[src/rtl/pll_pkg.sv]
// Shared types, defaults and the saturation helper for the DCO phase loop filter.
package pll_pkg;

  localparam int NUM_STAGES_DEFAULT = 5;

  typedef int signed dctrl_t;

  typedef enum logic [1:0] {
    ALIGN  = 2'd0,
    TRACK  = 2'd1,
    LOCKED = 2'd2
  } lf_state_t;

  // Symmetric clamp of a signed value to [-lim, lim].
  function automatic dctrl_t sat_int(input int val, input int lim);
    if (val > lim) begin
      return lim;
    end
    if (val < -lim) begin
      return -lim;
    end
    return val;
  endfunction

endpackage

[src/rtl/phase_lock_detect.sv]
// Lock detector: counts consecutive in-tolerance phase errors and raises a
// registered lock flag once the run length has saturated.
module phase_lock_detect #(
  parameter int LOCK_TOL   = 4,
  parameter int LOCK_CNT   = 16,
  parameter int LOCK_CNT_W = $clog2(LOCK_CNT + 1)
) (
  input  logic                  refclk,
  input  logic                  reset,
  input  logic                  en,
  input  logic                  clr,
  input  logic signed [31:0]    err,
  output logic                  in_tol,
  output logic [LOCK_CNT_W-1:0] lock_cnt,
  output logic                  locked
);

  localparam logic [LOCK_CNT_W-1:0] CNT_MAX = LOCK_CNT_W'(LOCK_CNT);

  logic [LOCK_CNT_W-1:0] lock_cnt_d, lock_cnt_q;
  logic                  locked_d, locked_q;

  // In-tolerance test and next count / lock flag; frozen while not enabled (ALIGN).
  always_comb begin
    in_tol     = (err <= LOCK_TOL) && (err >= -LOCK_TOL);
    lock_cnt_d = lock_cnt_q;
    locked_d   = locked_q;
    if (en) begin
      if (clr || !in_tol) begin
        lock_cnt_d = '0;
        locked_d   = 1'b0;
      end else begin
        if (lock_cnt_q != CNT_MAX) begin
          lock_cnt_d = lock_cnt_q + 1'b1;
        end
        locked_d = (lock_cnt_q == CNT_MAX);
      end
    end
  end

  // Counter and lock flag registers.
  always_ff @(posedge refclk or posedge reset) begin
    if (reset) begin
      lock_cnt_q <= '0;
      locked_q   <= 1'b0;
    end else begin
      lock_cnt_q <= lock_cnt_d;
      locked_q   <= locked_d;
    end
  end

  assign lock_cnt = lock_cnt_q;
  assign locked   = locked_q;

endmodule

[src/rtl/dco_phase_loop_filter.sv]
// DCO phase-error detector and PI loop filter.
// Optional feature macro: BRAKE_EN adds the brake input, which lowers the
// target phase increment by BRAKE_DIV per edge and suppresses lock.
//
// state  | meaning
// ALIGN  | first edge after reset: seed target phase from the sampled DCO phase
// TRACK  | PI filter running, not yet locked
// LOCKED | PI filter running, lock run length reached
module dco_phase_loop_filter
  import pll_pkg::*;
#(
  parameter int NUM_STAGES = NUM_STAGES_DEFAULT,
  parameter int KP_SHIFT   = 2,
  parameter int KI_SHIFT   = 6,
  parameter int ERR_MAX    = 4096,
  parameter int DCTRL_MAX  = 200000,
  parameter int LOCK_TOL   = 4,
  parameter int LOCK_CNT   = 16,
  parameter int BRAKE_DIV  = 100
) (
  input  logic               refclk,
  input  logic               reset,
  input  logic signed [31:0] divn,
  input  logic signed [31:0] dco_phase,
`ifdef BRAKE_EN
  input  logic               brake,
`endif
  output logic signed [31:0] dctrl,
  output logic signed [31:0] phase_err,
  output logic               locked
);

  localparam int LOCK_CNT_W = $clog2(LOCK_CNT + 1);

  lf_state_t state_d, state_q;
  dctrl_t    targ_d, targ_q;
  dctrl_t    integ_d, integ_q;
  dctrl_t    dctrl_d, dctrl_q;
  dctrl_t    err_d, err_q;
  dctrl_t    ftarg;
  dctrl_t    err_raw;
  dctrl_t    err_c;
  logic      brake_act;
  logic      run_en;
  logic      in_tol;
  logic [LOCK_CNT_W-1:0] lock_cnt;

`ifdef BRAKE_EN
  assign brake_act = brake;
`else
  assign brake_act = 1'b0;
`endif

  assign run_en = (state_q != ALIGN);

  // Target increment, wrapping phase error, PI update and next state.
  always_comb begin
    ftarg = (2 * NUM_STAGES) * divn;
    if (brake_act) begin
      ftarg = ftarg - BRAKE_DIV;
    end
    err_raw = targ_q - dco_phase;
    err_c   = sat_int(err_raw, ERR_MAX);

    state_d = state_q;
    targ_d  = targ_q;
    integ_d = integ_q;
    dctrl_d = dctrl_q;
    err_d   = err_q;

    if (state_q == ALIGN) begin
      targ_d  = dco_phase + ftarg;
      state_d = TRACK;
    end else begin
      targ_d  = targ_q + ftarg;
      integ_d = sat_int(integ_q + (err_c >>> KI_SHIFT), DCTRL_MAX);
      dctrl_d = sat_int(integ_d + (err_c >>> KP_SHIFT), DCTRL_MAX);
      err_d   = err_c;
      if (!brake_act && in_tol && (lock_cnt == LOCK_CNT_W'(LOCK_CNT))) begin
        state_d = LOCKED;
      end else begin
        state_d = TRACK;
      end
    end
  end

  // Filter state registers.
  always_ff @(posedge refclk or posedge reset) begin
    if (reset) begin
      state_q <= ALIGN;
      targ_q  <= 0;
      integ_q <= 0;
      dctrl_q <= 0;
      err_q   <= 0;
    end else begin
      state_q <= state_d;
      targ_q  <= targ_d;
      integ_q <= integ_d;
      dctrl_q <= dctrl_d;
      err_q   <= err_d;
    end
  end

  phase_lock_detect #(
    .LOCK_TOL   (LOCK_TOL),
    .LOCK_CNT   (LOCK_CNT),
    .LOCK_CNT_W (LOCK_CNT_W)
  ) u_lock (
    .refclk   (refclk),
    .reset    (reset),
    .en       (run_en),
    .clr      (brake_act),
    .err      (err_c),
    .in_tol   (in_tol),
    .lock_cnt (lock_cnt),
    .locked   (locked)
  );

  assign dctrl     = dctrl_q;
  assign phase_err = err_q;

endmodule

[config.mk]
export PLATFORM = sky130hd
export DESIGN_NAME = dco_phase_loop_filter
export DESIGN_NICKNAME = d
export VERILOG_FILES = /design/src/rtl/pll_pkg.sv /design/src/rtl/phase_lock_detect.sv /design/src/rtl/dco_phase_loop_filter.sv
export SDC_FILE = /design/constraint.sdc
export NUM_CORES = 1
export LEC_CHECK = 0
export CORE_MARGIN = 5
export CORE_UTILIZATION = 35
export CTS_BUF_LIST = sky130_fd_sc_hd__clkbuf_8
export CTS_CLUSTER_SIZE = 10
export DETAILED_ROUTE_END_ITERATION = 8
export PLACE_DENSITY = 0.61
export SYNTH_ARGS = -nofsm -noshare
export SYNTH_HDL_FRONTEND = slang
export SYNTH_SLANG_ARGS = --single-unit
export TNS_END_PERCENT = 30
[constraint.sdc]
create_clock -name refclk -period 18.6 [get_ports refclk]
set_clock_uncertainty 0.05 [all_clocks]
set_input_delay 2.79 -clock refclk [delete_from_list [all_inputs] [get_ports refclk]]
set_output_delay 2.79 -clock refclk [all_outputs]
set_load 0.01 [all_outputs]
==> flow_summary_export.csv <==
group,metric,value,unit
place,place_inst,2891,
die,die_h,230,um
sta,maxSlewViolCount,0,
worst_hold_path,min_path_cells,2,
setup_path,required,18.96,ns
outcome,outcome,"complete, no violations",
die,dieArea,52700,um2
setup_path,critPathMaxFanout,23,
drt,via_count,16700,
place,routabilityCongestion,0.939,
drt,vias_per_cell,5.72,
setup_path,worst-setup-path-type,"in -> reg",
cts,htree_levels,4,
place,port_buffers,129,
synthesis,seq_area_frac_synth,0.202,
layout,nNetsFinal,2533,
synthesis,synthFlopType,"dfrtp_1",
worst_hold_path,hp-class,"reg -> reg",
setup_path,cp.arrival,17.31,ns
cts,cts_buffer_depth,2,
layout,final_core_util,0.405,
cts,post_cts_buffers,0,
synthesis,synth.avg_cell_area,7.71,um2
global_route,antenna_found_initial,0,
setup_path,end_kind,"register",
synthesis,synthCells,2189,
synthesis,synth_edf_count,0,
global_route,grt_pass1_wl,85.9,mm
cts,cts_sinks,136,
sta,tightest_slew,0.986,ns
sta,relSlewSlack,0.338,
layout,layout_common_cells,"nand2_1 (251), nor2_1 (201), ha_1 (168), a21oi_1 (142), o21ai_0 (142)",
layout,fill_cells,4930,
sta,final_hold_viol_count,0,
cts,cts_made_buffers,17,
synthesis,async_flop_share,1.00,
cts,cts_resized,0,
cts,cts_tree,"built",
cts,clk_pin_slew,0.08,ns
synthesis,synth.distinct_cells,115,
place,hpwl,43.1,mm
synthesis,synth_area,16900,um2
drt,drtIter0Drc,1106,
die,num_rows,80,
setup_path,critPathMaxStageDelay,0.83,ns
setup_path,cp-endpoint,"dctrl[6]$_DFFE_PP0P_",
drt,ant_nets,0,
layout,mostFrequentLayoutCell,"nand2_1",
layout,drive_gt1_frac,0.0828,
global_route,grt_pass1_vias,16100,
cts,cts_hold_buffers,0,
sta,clock.fmax,59.0,MHz
layout,final_cells,2921,
setup_path,r2r_start,"targ_q[0]$_DFFE_PP0N_",
drt,wl_per_cell,18.3,um
die,die_w,230,um
sta,grt_setup_unrepaired,"no",
setup_path,start_kind,"input pin",
setup_path,rrSetupSlack,3.99,ns
drt,first_pass_iters,5,
layout,syn_to_final_growth,14.6,%
cts,cts-root-buf,"clkbuf_8",
die,io_pins,131,
die,core_area,47700,um2
cts,clk_latency,0.53,ns
setup_path,cp-startpoint,"dco_phase[1]",
setup_path,crit_slowest_cell,"a2111oi_0",
global_route,grt_overflow_total,0,
global_route,grt_max_degree,79,
drt,drc,0,
setup_path,reg2reg_depth,57,
sta,setup_viol,0,
run,cap_violations,0,
synthesis,synth-seq-cells,136,
die,start_util,0.353,
sta,setup_tns,0,ns
layout,n_antenna_cell,0,
drt,drt_wl_total,53.4,mm
synthesis,synth_nets,2427,
sta,fin_crit_sh,0.911,
synthesis,ys_warn_count,0,
sta,min_period,16.95,ns
setup_path,timing.rr.end,"dctrl[6]$_DFFE_PP0P_",
global_route,grt_usage,0.197,
==> metrics by stage <==
stage	hold WS [ns]	cell area (um2)	worst slack [ns]
after floorplan	0.395	16900	2.53
after global placement	0.400	19000	1.38
final	0.418	19300	1.65
after global routing	0.449	19300	0.780
after CTS	0.428	19300	1.82
after detailed placement	0.409	19000	1.28
==> cell type report <==
class	count	area [um2]	share of cell area
Multi-Input combinational cell	1829	12600	0.651
Sequential cell	136	3400	0.176
Timing Repair Buffer	182	1700	0.0880
Tap cell	615	769	0.0398
Inverter	129	489	0.0253
Clock buffer	19	262	0.0135
Clock inverter	11	124	0.00640
==> worst max-delay path: cells and delay by family <==
| family | cells | cell delay (ns) |
|---|---|---|
| AOI/OAI and AO/OA | 18 | 5.47 |
| and+or+nand+nor | 19 | 4.95 |
| adders and majority gates | 6 | 2.06 |
| buffers and inverters | 6 | 1.20 |
| xor gates and xnor gates | 2 | 0.78 |
==> synth_stat cells, types with 15 or more instances <==
master | instances | area share
o21a_1 | 34 | 0.015
and2_1 | 28 | 0.010
nor2_1 | 202 | 0.045
nor2b_1 | 21 | 0.0078
mux2i_1 | 15 | 0.0089
inv_1 | 128 | 0.028
a31oi_1 | 19 | 0.0070
o31ai_2 | 23 | 0.017
nand2b_1 | 17 | 0.0063
nor3_1 | 59 | 0.017
a21oi_1 | 142 | 0.042
clkbuf_1 | 65 | 0.014
o21bai_1 | 27 | 0.012
a211oi_1 | 17 | 0.0076
or2_2 | 21 | 0.0078
ha_1 | 168 | 0.12
nand3_1 | 57 | 0.017
or3_1 | 30 | 0.011
nand4_1 | 26 | 0.0096
nand2_1 | 251 | 0.056
nor4_1 | 27 | 0.010
xnor2_1 | 90 | 0.047
o31ai_1 | 30 | 0.013
o21ai_0 | 142 | 0.042
o211ai_1 | 18 | 0.0080
a21o_1 | 42 | 0.019
and3_1 | 29 | 0.011
xor2_1 | 31 | 0.016
dfrtp_1 | 136 | 0.20
==> cell families (layout without fill, tap and decap cells) <==
| group | after synthesis | in the layout | share of synthesized area |
|---|---|---|---|
| buf+inv | 224 | 341 | 0.0530 |
| xor+xnor | 121 | 121 | 0.0628 |
| mux | 29 | 29 | 0.0198 |
| simple gates | 823 | 823 | 0.239 |
| fa+ha+maj | 185 | 185 | 0.137 |
| compound gates | 671 | 671 | 0.287 |
| flops | 136 | 136 | 0.202 |
==> registers in the layout (all words and copies together) (netlist names) <==
signal,count
integ_q,32
targ_q,32
dctrl,32
u_lock.lock_cnt,5
phase_err,32
state_q,2
u_lock.locked,1
==> worst min-delay path by stage <==
stage | startpoint | to | slack (ns)
final | phase_err[24]$_DFFE_PP0P_ | phase_err[24]$_DFFE_PP0P_ | 0.42
after global routing | phase_err[24]$_DFFE_PP0P_ | phase_err[24]$_DFFE_PP0P_ | 0.45
after CTS | phase_err[24]$_DFFE_PP0P_ | phase_err[24]$_DFFE_PP0P_ | 0.43
after detailed placement | phase_err[24]$_DFFE_PP0P_ | phase_err[24]$_DFFE_PP0P_ | 0.41
after global placement | phase_err[24]$_DFFE_PP0P_ | phase_err[24]$_DFFE_PP0P_ | 0.40
after floorplan | integ_q[12]$_DFFE_PP0P_ | integ_q[12]$_DFFE_PP0P_ | 0.40
==> metal layers <==
metal / global-route usage / up-vias / wire, um
met1: 0.260 / 7875 / 24500
met5: 0 / - / 0
met2: 0.334 / 472 / 24900
met4: 0.0658 / 0 / 1570
met3: 0.0264 / 87 / 2410
li1: - / 8263 / -
Power is not shown: default switching activity piles up to over one toggle a cycle in this logic, so the estimate is an artifact.
